`src/rtl/vedic_seq_mult.sv`:
```
// Sequential Urdhva-Tiryagbhyam multiplier: one partial-product column per clock, carry kept between columns.
// Optional build macro VEDIC_SEQ_EARLY_EXIT_EN: a zero operand skips straight to DONE.
module vedic_seq_mult #(
  parameter int WIDTH = 8
) (
  input  logic                 clk,
  input  logic                 rst,
  input  logic                 start,
  input  logic [WIDTH-1:0]     a,
  input  logic [WIDTH-1:0]     b,
  output logic                 ready,
  output logic                 busy,
  output logic                 done,
  output logic [2*WIDTH-1:0]   product
);

  localparam int CW = $clog2(2*WIDTH);
  localparam int KW = $clog2(WIDTH) + 1;
  localparam int SW = $clog2(WIDTH) + 2;
  localparam logic [CW-1:0] LAST_COL = CW'(2*WIDTH - 2);

  typedef enum logic [1:0] {IDLE, COMPUTE, DONE} state_t;

  state_t           state, state_next;
  logic [WIDTH-1:0] a_r, b_r;
  logic [CW-1:0]    col;
  logic [KW-1:0]    carry;
  logic [SW-1:0]    colsum;
  logic             last_col;

  assign last_col = (col == LAST_COL);

  // Column sum: every a_r[i] & b_r[j] with i+j == col, plus the carry from the previous column.
  always_comb begin
    colsum = SW'(carry);
    for (int unsigned i = 0; i < WIDTH; i++) begin
      for (int unsigned j = 0; j < WIDTH; j++) begin
        if (CW'(i + j) == col)
          colsum = colsum + SW'(a_r[i] & b_r[j]);
      end
    end
  end

  always_ff @(posedge clk) begin
    if (rst) state <= IDLE;
    else     state <= state_next;
  end

  always_comb begin
    state_next = state;
    ready      = 1'b0;
    busy       = 1'b0;
    done       = 1'b0;
    case (state)
      IDLE: begin
        ready = 1'b1;
        if (start) begin
`ifdef VEDIC_SEQ_EARLY_EXIT_EN
          if ((a == '0) || (b == '0)) state_next = DONE;
          else                        state_next = COMPUTE;
`else
          state_next = COMPUTE;
`endif
        end
      end
      COMPUTE: begin
        busy = 1'b1;
        if (last_col) state_next = DONE;
      end
      DONE: begin
        done       = 1'b1;
        state_next = IDLE;
      end
      default: state_next = IDLE;
    endcase
  end

  always_ff @(posedge clk) begin
    if (rst) begin
      a_r     <= '0;
      b_r     <= '0;
      col     <= '0;
      carry   <= '0;
      product <= '0;
    end else begin
      case (state)
        IDLE: begin
          if (start) begin
            a_r     <= a;
            b_r     <= b;
            col     <= '0;
            carry   <= '0;
            product <= '0;
          end
        end
        COMPUTE: begin
          product[col] <= colsum[0];
          carry        <= colsum[SW-1:1];
          // Top product bit is bit 0 of the carry leaving the last column.
          if (last_col) product[2*WIDTH-1] <= colsum[1];
          else          col <= col + 1'b1;
        end
        default: ;
      endcase
    end
  end

endmodule
```
`config.mk`:
```
export PLATFORM = sky130hd
export DESIGN_NAME = vedic_seq_mult
export DESIGN_NICKNAME = d
export VERILOG_FILES = /design/src/rtl/vedic_seq_mult.sv
export SDC_FILE = /design/constraint.sdc
export NUM_CORES = 1
export LEC_CHECK = 0
export ABC_AREA = 1
export CAP_MARGIN = 20
export CORE_MARGIN = 1.5
export CORE_UTILIZATION = 40
export CTS_CLUSTER_SIZE = 30
export DETAILED_ROUTE_END_ITERATION = 8
export DONT_BUFFER_PORTS = 1
export GPL_ROUTABILITY_DRIVEN = 0
export PLACE_DENSITY = 0.57
export SLEW_MARGIN = 10
export SYNTH_ARGS = -nofsm -noshare
export SYNTH_HDL_FRONTEND = slang
export SYNTH_SLANG_ARGS = --single-unit
```
`constraint.sdc`:
```
create_clock -name clk -period 81.2 [get_ports clk]
set_input_delay 24.36 -clock clk [delete_from_list [all_inputs] [get_ports clk]]
set_output_delay 24.36 -clock clk [all_outputs]
set_load 0.01 [all_outputs]
```
# Word-level counts from Yosys, hierarchy flattened
# Index checks and enable logic that the tools add are counted.
# totals
ff_bits	42
out_inout_bits	19
word_cells	245
# op_classes
add_sub_neg	65
order_cmp	2
n_eq_ne	20
mux	80
bitwise_logic	64
n_reduce_logical	8
# op_table
operator	count
2-to-1 mux 5 bit	64
adder 5 x 1 -> 5 bit	63
bitwise AND 1 bit	64
case mux 16 bit (2 select lines)	1
== test 4 bit (first input constant)	7
bitwise mux 16 bit	1
== test 3 x 4 -> 1 bit (first input constant)	4
2-to-1 mux 16 bit	1
case mux 4 bit (2 select lines)	2
== test 2 x 4 -> 1 bit (first input constant)	2
2-to-1 mux 4 bit	2
inequality test 2 bit (second input constant)	3
AND reduction 2 bit	3
adder 4 x 1 -> 5 bit	1
< comparator 4 x 5 -> 1 bit (second input constant)	1
2-to-1 mux 1 bit	5
adder 4 x 1 -> 4 bit (second input constant)	1
demux 1 bit (select 4 bit)	1
== test 1 x 4 -> 1 bit (first input constant)	1
== test 4 bit (second input constant)	1
>= comparator 4 x 1 -> 1 bit (second input constant)	1
logical NOT 4 bit	1
2-to-1 mux 2 bit	2
case mux 2 bit (2 select lines)	1
other kinds (6)	6

# Logic depth before layout (Yosys ltp)
# logic_depth
ltp_word	132
depth_mapped	211

# Worst setup path after synthesis
# OpenSTA, ideal clock, no wires.
# synth_path
path_type	flip-flop to flip-flop
start	register col[0]
end	register product[1]
t_arrival_ns	33.630
required_time_ns	81.062
slack_ns	47.432
path_stages_with_launch	206
path_cell_list	dfxtp_1 > inv_1 > ha_1 > bufinv_8 > nor2_8 > nand2_1 > nand2_1 > ha_1 > nor2_1 > a31oi_1 > ha_1 > nand2_1 > nand2_1 > ha_1 > nor2_1 > a31oi_1 > ha_1 > nand2_1 > [... 170 more ...] > inv_1 > ha_1 > or2_2 > and2_1 > ha_1 > nand2_1 > nand2_1 > ha_1 > or2_2 > and2_1 > ha_1 > nand2_1 > nand2_1 > ha_1 > or2_2 > nand2_1 > clkbuf_1 > a31oi_1
# synth_between
elab_chain_cells	130
word_cells_on_any_way	149
# synth_lines
element	line	text
start: declaration	26	logic [CW-1:0] col;
start signal: assignment	101	else col <= col + 1'b1;
logical NOT 4 bit	38	if (CW'(i + j) == col)
2-to-1 mux 5 bit	38	
adder 5 x 1 -> 5 bit	39	colsum = colsum + SW'(a_r[i] & b_r[j]);
2-to-1 mux 5 bit	38	
adder 5 x 1 -> 5 bit	39	
2-to-1 mux 5 bit	38	
adder 5 x 1 -> 5 bit	39	
2-to-1 mux 5 bit	38	
[... 114 more ...]	--	
adder 5 x 1 -> 5 bit	39	
2-to-1 mux 5 bit	38	
adder 5 x 1 -> 5 bit	39	
2-to-1 mux 5 bit	38	
adder 5 x 1 -> 5 bit	39	
2-to-1 mux 5 bit	38	
bitwise mux 16 bit *	97	product[col] <= colsum[0];
case mux 16 bit (2 select lines) *	86	case (state)
end signal: indexed assignment	97	
end signal: indexed assignment	100	if (last_col) product[2*WIDTH-1] <= colsum[1];
end: declaration	14	output logic [2*WIDTH-1:0] product
# Mark *: on every way between the ends. The rest lies on a longest branch, timed or not.
# A chain may end at the register's enable or synchronous reset.

# Worst setup path in the final report
# layout_path
start	register col[0]
end	register product[5]
# Same word-level chain as after synthesis.

==> summary.md <==
| Metric | Value |
|---|---|
| Setup TNS | 0 ns |
| Top FF cell, synth | dfxtp_1 |
| Synth Area in Simple Gates | 52.8% |
| GRT overflow | 0 |
| Initial core utilization | about two fifths |
| Maximum VDD drop | ~8.0 µV |
| Period utilization | between 40% and 50% |
| Commonest non-fill, non-tap cell in the layout | nand2_1 |
| RSZ-0062 raised after global routing | false |
| Hold_sp | col[1] |
| Final setup violation count | 0 |
| Status | complete, no violations |
| Core Util, Final | a little over two fifths |
| Headroom to the max-slew limit | between 20 and 30% |
| Worst r2r path cells | ~200 |
| Worst-Margin Slew | about 1.1 ns |
| Core area | about 24000 µm² |
| Hold_buf cts | 0 |
| Seq/Total Area, Yosys | under 10% |
| Fin. max-slew vios | 0 |
| Endpoint class of the critical path | flop |
| Die height | ~160 µm |
| Min Tclk post-route | between 30 and 40 ns |
| Reg2Reg Setup Slack | 44.83 ns |
| Maxcap violations | 0 |
| Worst-path clk slew | about 0.070 ns |
| Compound-Gate Fraction of Synth Area | 5.85% |
| Syn Nets | ~1800 |
| Final worst-path setup slack | roughly 45 ns |
| PwrDens | just under 7 nW/µm² |
| Vias post-DR | about 9400 |
| Pleak | 6.05 nW |
| Root Buffer | clkbuf_16 |
| Synthesis-stage register bit count | 42 |
| FF-to-FF End | product[5] |
| Vias in the first global route | a little under 9000 |
| Buffers added on ports | 0 |
| GRT Total Usage | about a fifth |
| Synth Instances | around 1700 |
| Drt wl/cell | approximately 13 µm |
| Mux share of post-synthesis cell area | 0% |
| Setup WS pre-CTS | around 45 ns |
| CP peak stage delay | 0.39 ns |
| Post_cts resized | 0 |
| Initial antenna violation count | 0 |
| CTS tree | built |
| Synthesis-to-layout area growth | 4.65% |
| Crit-path slowest cell | dfxtp_1 |
| Achievable frequency | approximately 27 MHz |
| Worst Setup EP | product[5] |
| Starting DRT DRC Count | 428 |
| Longest Clk Path Bufs | 2 |
| Layout cell share with drive strength beyond 1 | 14.7% |
| TritonCTS buffer count | 5 |
| WP data required | approximately 81 ns |
| Xor/xnor share of the synthesized area | 3.58% |
| Clk_lat worst skew | about 0.3 ns |
| Post-synth EDFFs | 0 |
| Largest family of logic cells by synthesized area | simple AND/OR/NAND/NOR gates |
| Io pins | 38 |
| Post-route DRC | 0 |
| Critical Path Start | col[0] |
| Crit path max fanout | 13 |
| Vias per std cell | about 4.7 |
| Global-route wire length before repair | between 40000 and 50000 µm |
| Post-Place Cell Area | 10000 µm² |
| Final WL | between 20000 and 25000 µm |
| Adder-Cell Fraction of Synth Area | ~17% |
| Cell Rows | between 50 and 60 |
| Number of fill cells | 2629 |
| Ys async rst share | 0% |
| HP Class | reg2reg |
| Largest net degree at the start of global routing | 32 |
| # diodes | 0 |
| CP most frequent cell | nand2_1 |
| Worst r2r src | col[0] |
| Post-layout instance area | around 10000 µm² |
| Final #Nets | around 1800 |
| Final hold viol count | 0 |
| Worst hold slack | 0.498 ns |
| Worst setup skew after layout | about 0.014 ns |
| Arr. time, crit path | 36.52 ns |
| Die area | 25200 µm² |
| Avg Inst Size Synth | 5.78 µm² |
| HPWL Detailed | 19400 µm |
| Most frequent cells in the layout | nand2_1 (558), inv_1 (243), nor2_1 (141), ha_1 (132), nand3_1 (126) |
| Netlist Area Pre-Place | 9720 µm² |
| Crit start category | flop |
| Die width | between 150 and 200 µm |
| Yosys warns | 0 |
| Yosys cell types | between 40 and 50 |
| Clock Sinks | 42 |
| Initial DRT Pass Iterations | 5 |
| Post-DRT Antenna Nets | 0 |
| H-tree depth | 2 |
| Worst Setup Path Type | reg2reg |
| Setup bufs post-CTS | 0 |
-- through the flow --
step                      total power, mW  cells
after floorplan                    0.0404   1680
after global placement             0.0450   1969
after detailed placement           0.0456   1969
after CTS                          0.0694   1977
after global routing               0.0745   1977
final                              0.0691   1977
-- where the power goes --
part | internal [mW] | switching (mW) | total [mW]
Combinational | 0.00687 | 0.0147 | 0.0216
Clock | 0.0146 | 0.00942 | 0.0240
Sequential | 0.0214 | 0.00215 | 0.0236
Total | 0.0429 | 0.0263 | 0.0691
-- flip-flops by register name, indices dropped and copies added, names as in the netlist --
name,cells
state,2
carry,4
a_r,8
col,4
product,16
b_r,8
-- cell usage after synthesis, types with 2 or more instances --
cell type | count | share of area, %
inv_2 | 7 | 0.27
xor2_1 | 21 | 1.9
a31oi_1 | 27 | 1.7
o21ai_0 | 38 | 2.0
nor2_4 | 3 | 0.35
nor2_8 | 2 | 0.41
a32oi_1 | 2 | 0.18
xnor2_1 | 15 | 1.4
buf_4 | 11 | 0.85
nand4_1 | 6 | 0.39
dfxtp_1 | 42 | 8.7
clkbuf_1 | 30 | 1.2
nand2_1 | 558 | 22
or2_2 | 14 | 0.90
or2_1 | 5 | 0.32
clkinv_1 | 3 | 0.12
o22ai_1 | 2 | 0.13
inv_1 | 243 | 9.4
nor3_1 | 3 | 0.15
a22oi_1 | 2 | 0.15
nand2_2 | 119 | 7.7
a21oi_1 | 17 | 0.88
nand3b_1 | 14 | 1.1
nand3_2 | 56 | 5.8
nor2_1 | 142 | 5.5
nand2_4 | 8 | 0.93
a21o_1 | 2 | 0.15
ha_1 | 132 | 17
nand3_1 | 126 | 6.5
o21ai_1 | 3 | 0.15
nor2_2 | 8 | 0.52
xor2_2 | 2 | 0.33
and2_1 | 6 | 0.39
-- worst max-delay path: cells and delay by family, from the launching register on --
kind	cells	cell delay, ns
adder cells (fa/ha/maj)	64	18.27
AND/OR/NAND/NOR	110	12.06
AO/OA/AOI/OAI	18	4.59
buffers and inverters	12	0.89
flip-flops	1	0.39
-- layer usage --
layer	share of wire [%]	track usage, %	up-vias	wire, µm
met4	1.3	3.04	0	323
met1	49	26.1	4091	12200
met5	0	0	-	0
li1	-	-	5147	-
met2	46	35.7	112	11300
met3	3.9	2.74	19	970
-- layout make-up --
type	instances	area, µm²	area share, %
tap	319	399	3.93
clock buffer	6	129	1.27
inverter	255	973	9.57
timing repair buffer	12	90.1	0.886
sequential	42	841	8.27
multi-input combinational	1341	7700	75.7
clock inverter	2	37.5	0.369
-- cells by family after synthesis --
kind of cell	after synthesis
AND/OR/NAND/NOR	1072
buffers and inverters	297
adder cells (fa/ha/maj)	132
AO/OA/AOI/OAI	99
flip-flops	42
XOR/XNOR	38
-- how the worst min path moves through the flow --
| stage | slack (ns) | end | cells past startpoint |
|---|---|---|---|
| detailed placement | 0.49 | col[1] | 2 |
| floorplan | 0.46 | carry[3] | 2 |
| global route | 0.53 | col[1] | 2 |
| global placement | 0.48 | col[0] | 1 |
| CTS | 0.50 | col[1] | 2 |
| finish | 0.50 | col[1] | 2 |
Note: power is estimated with default switching activity, not from simulation.
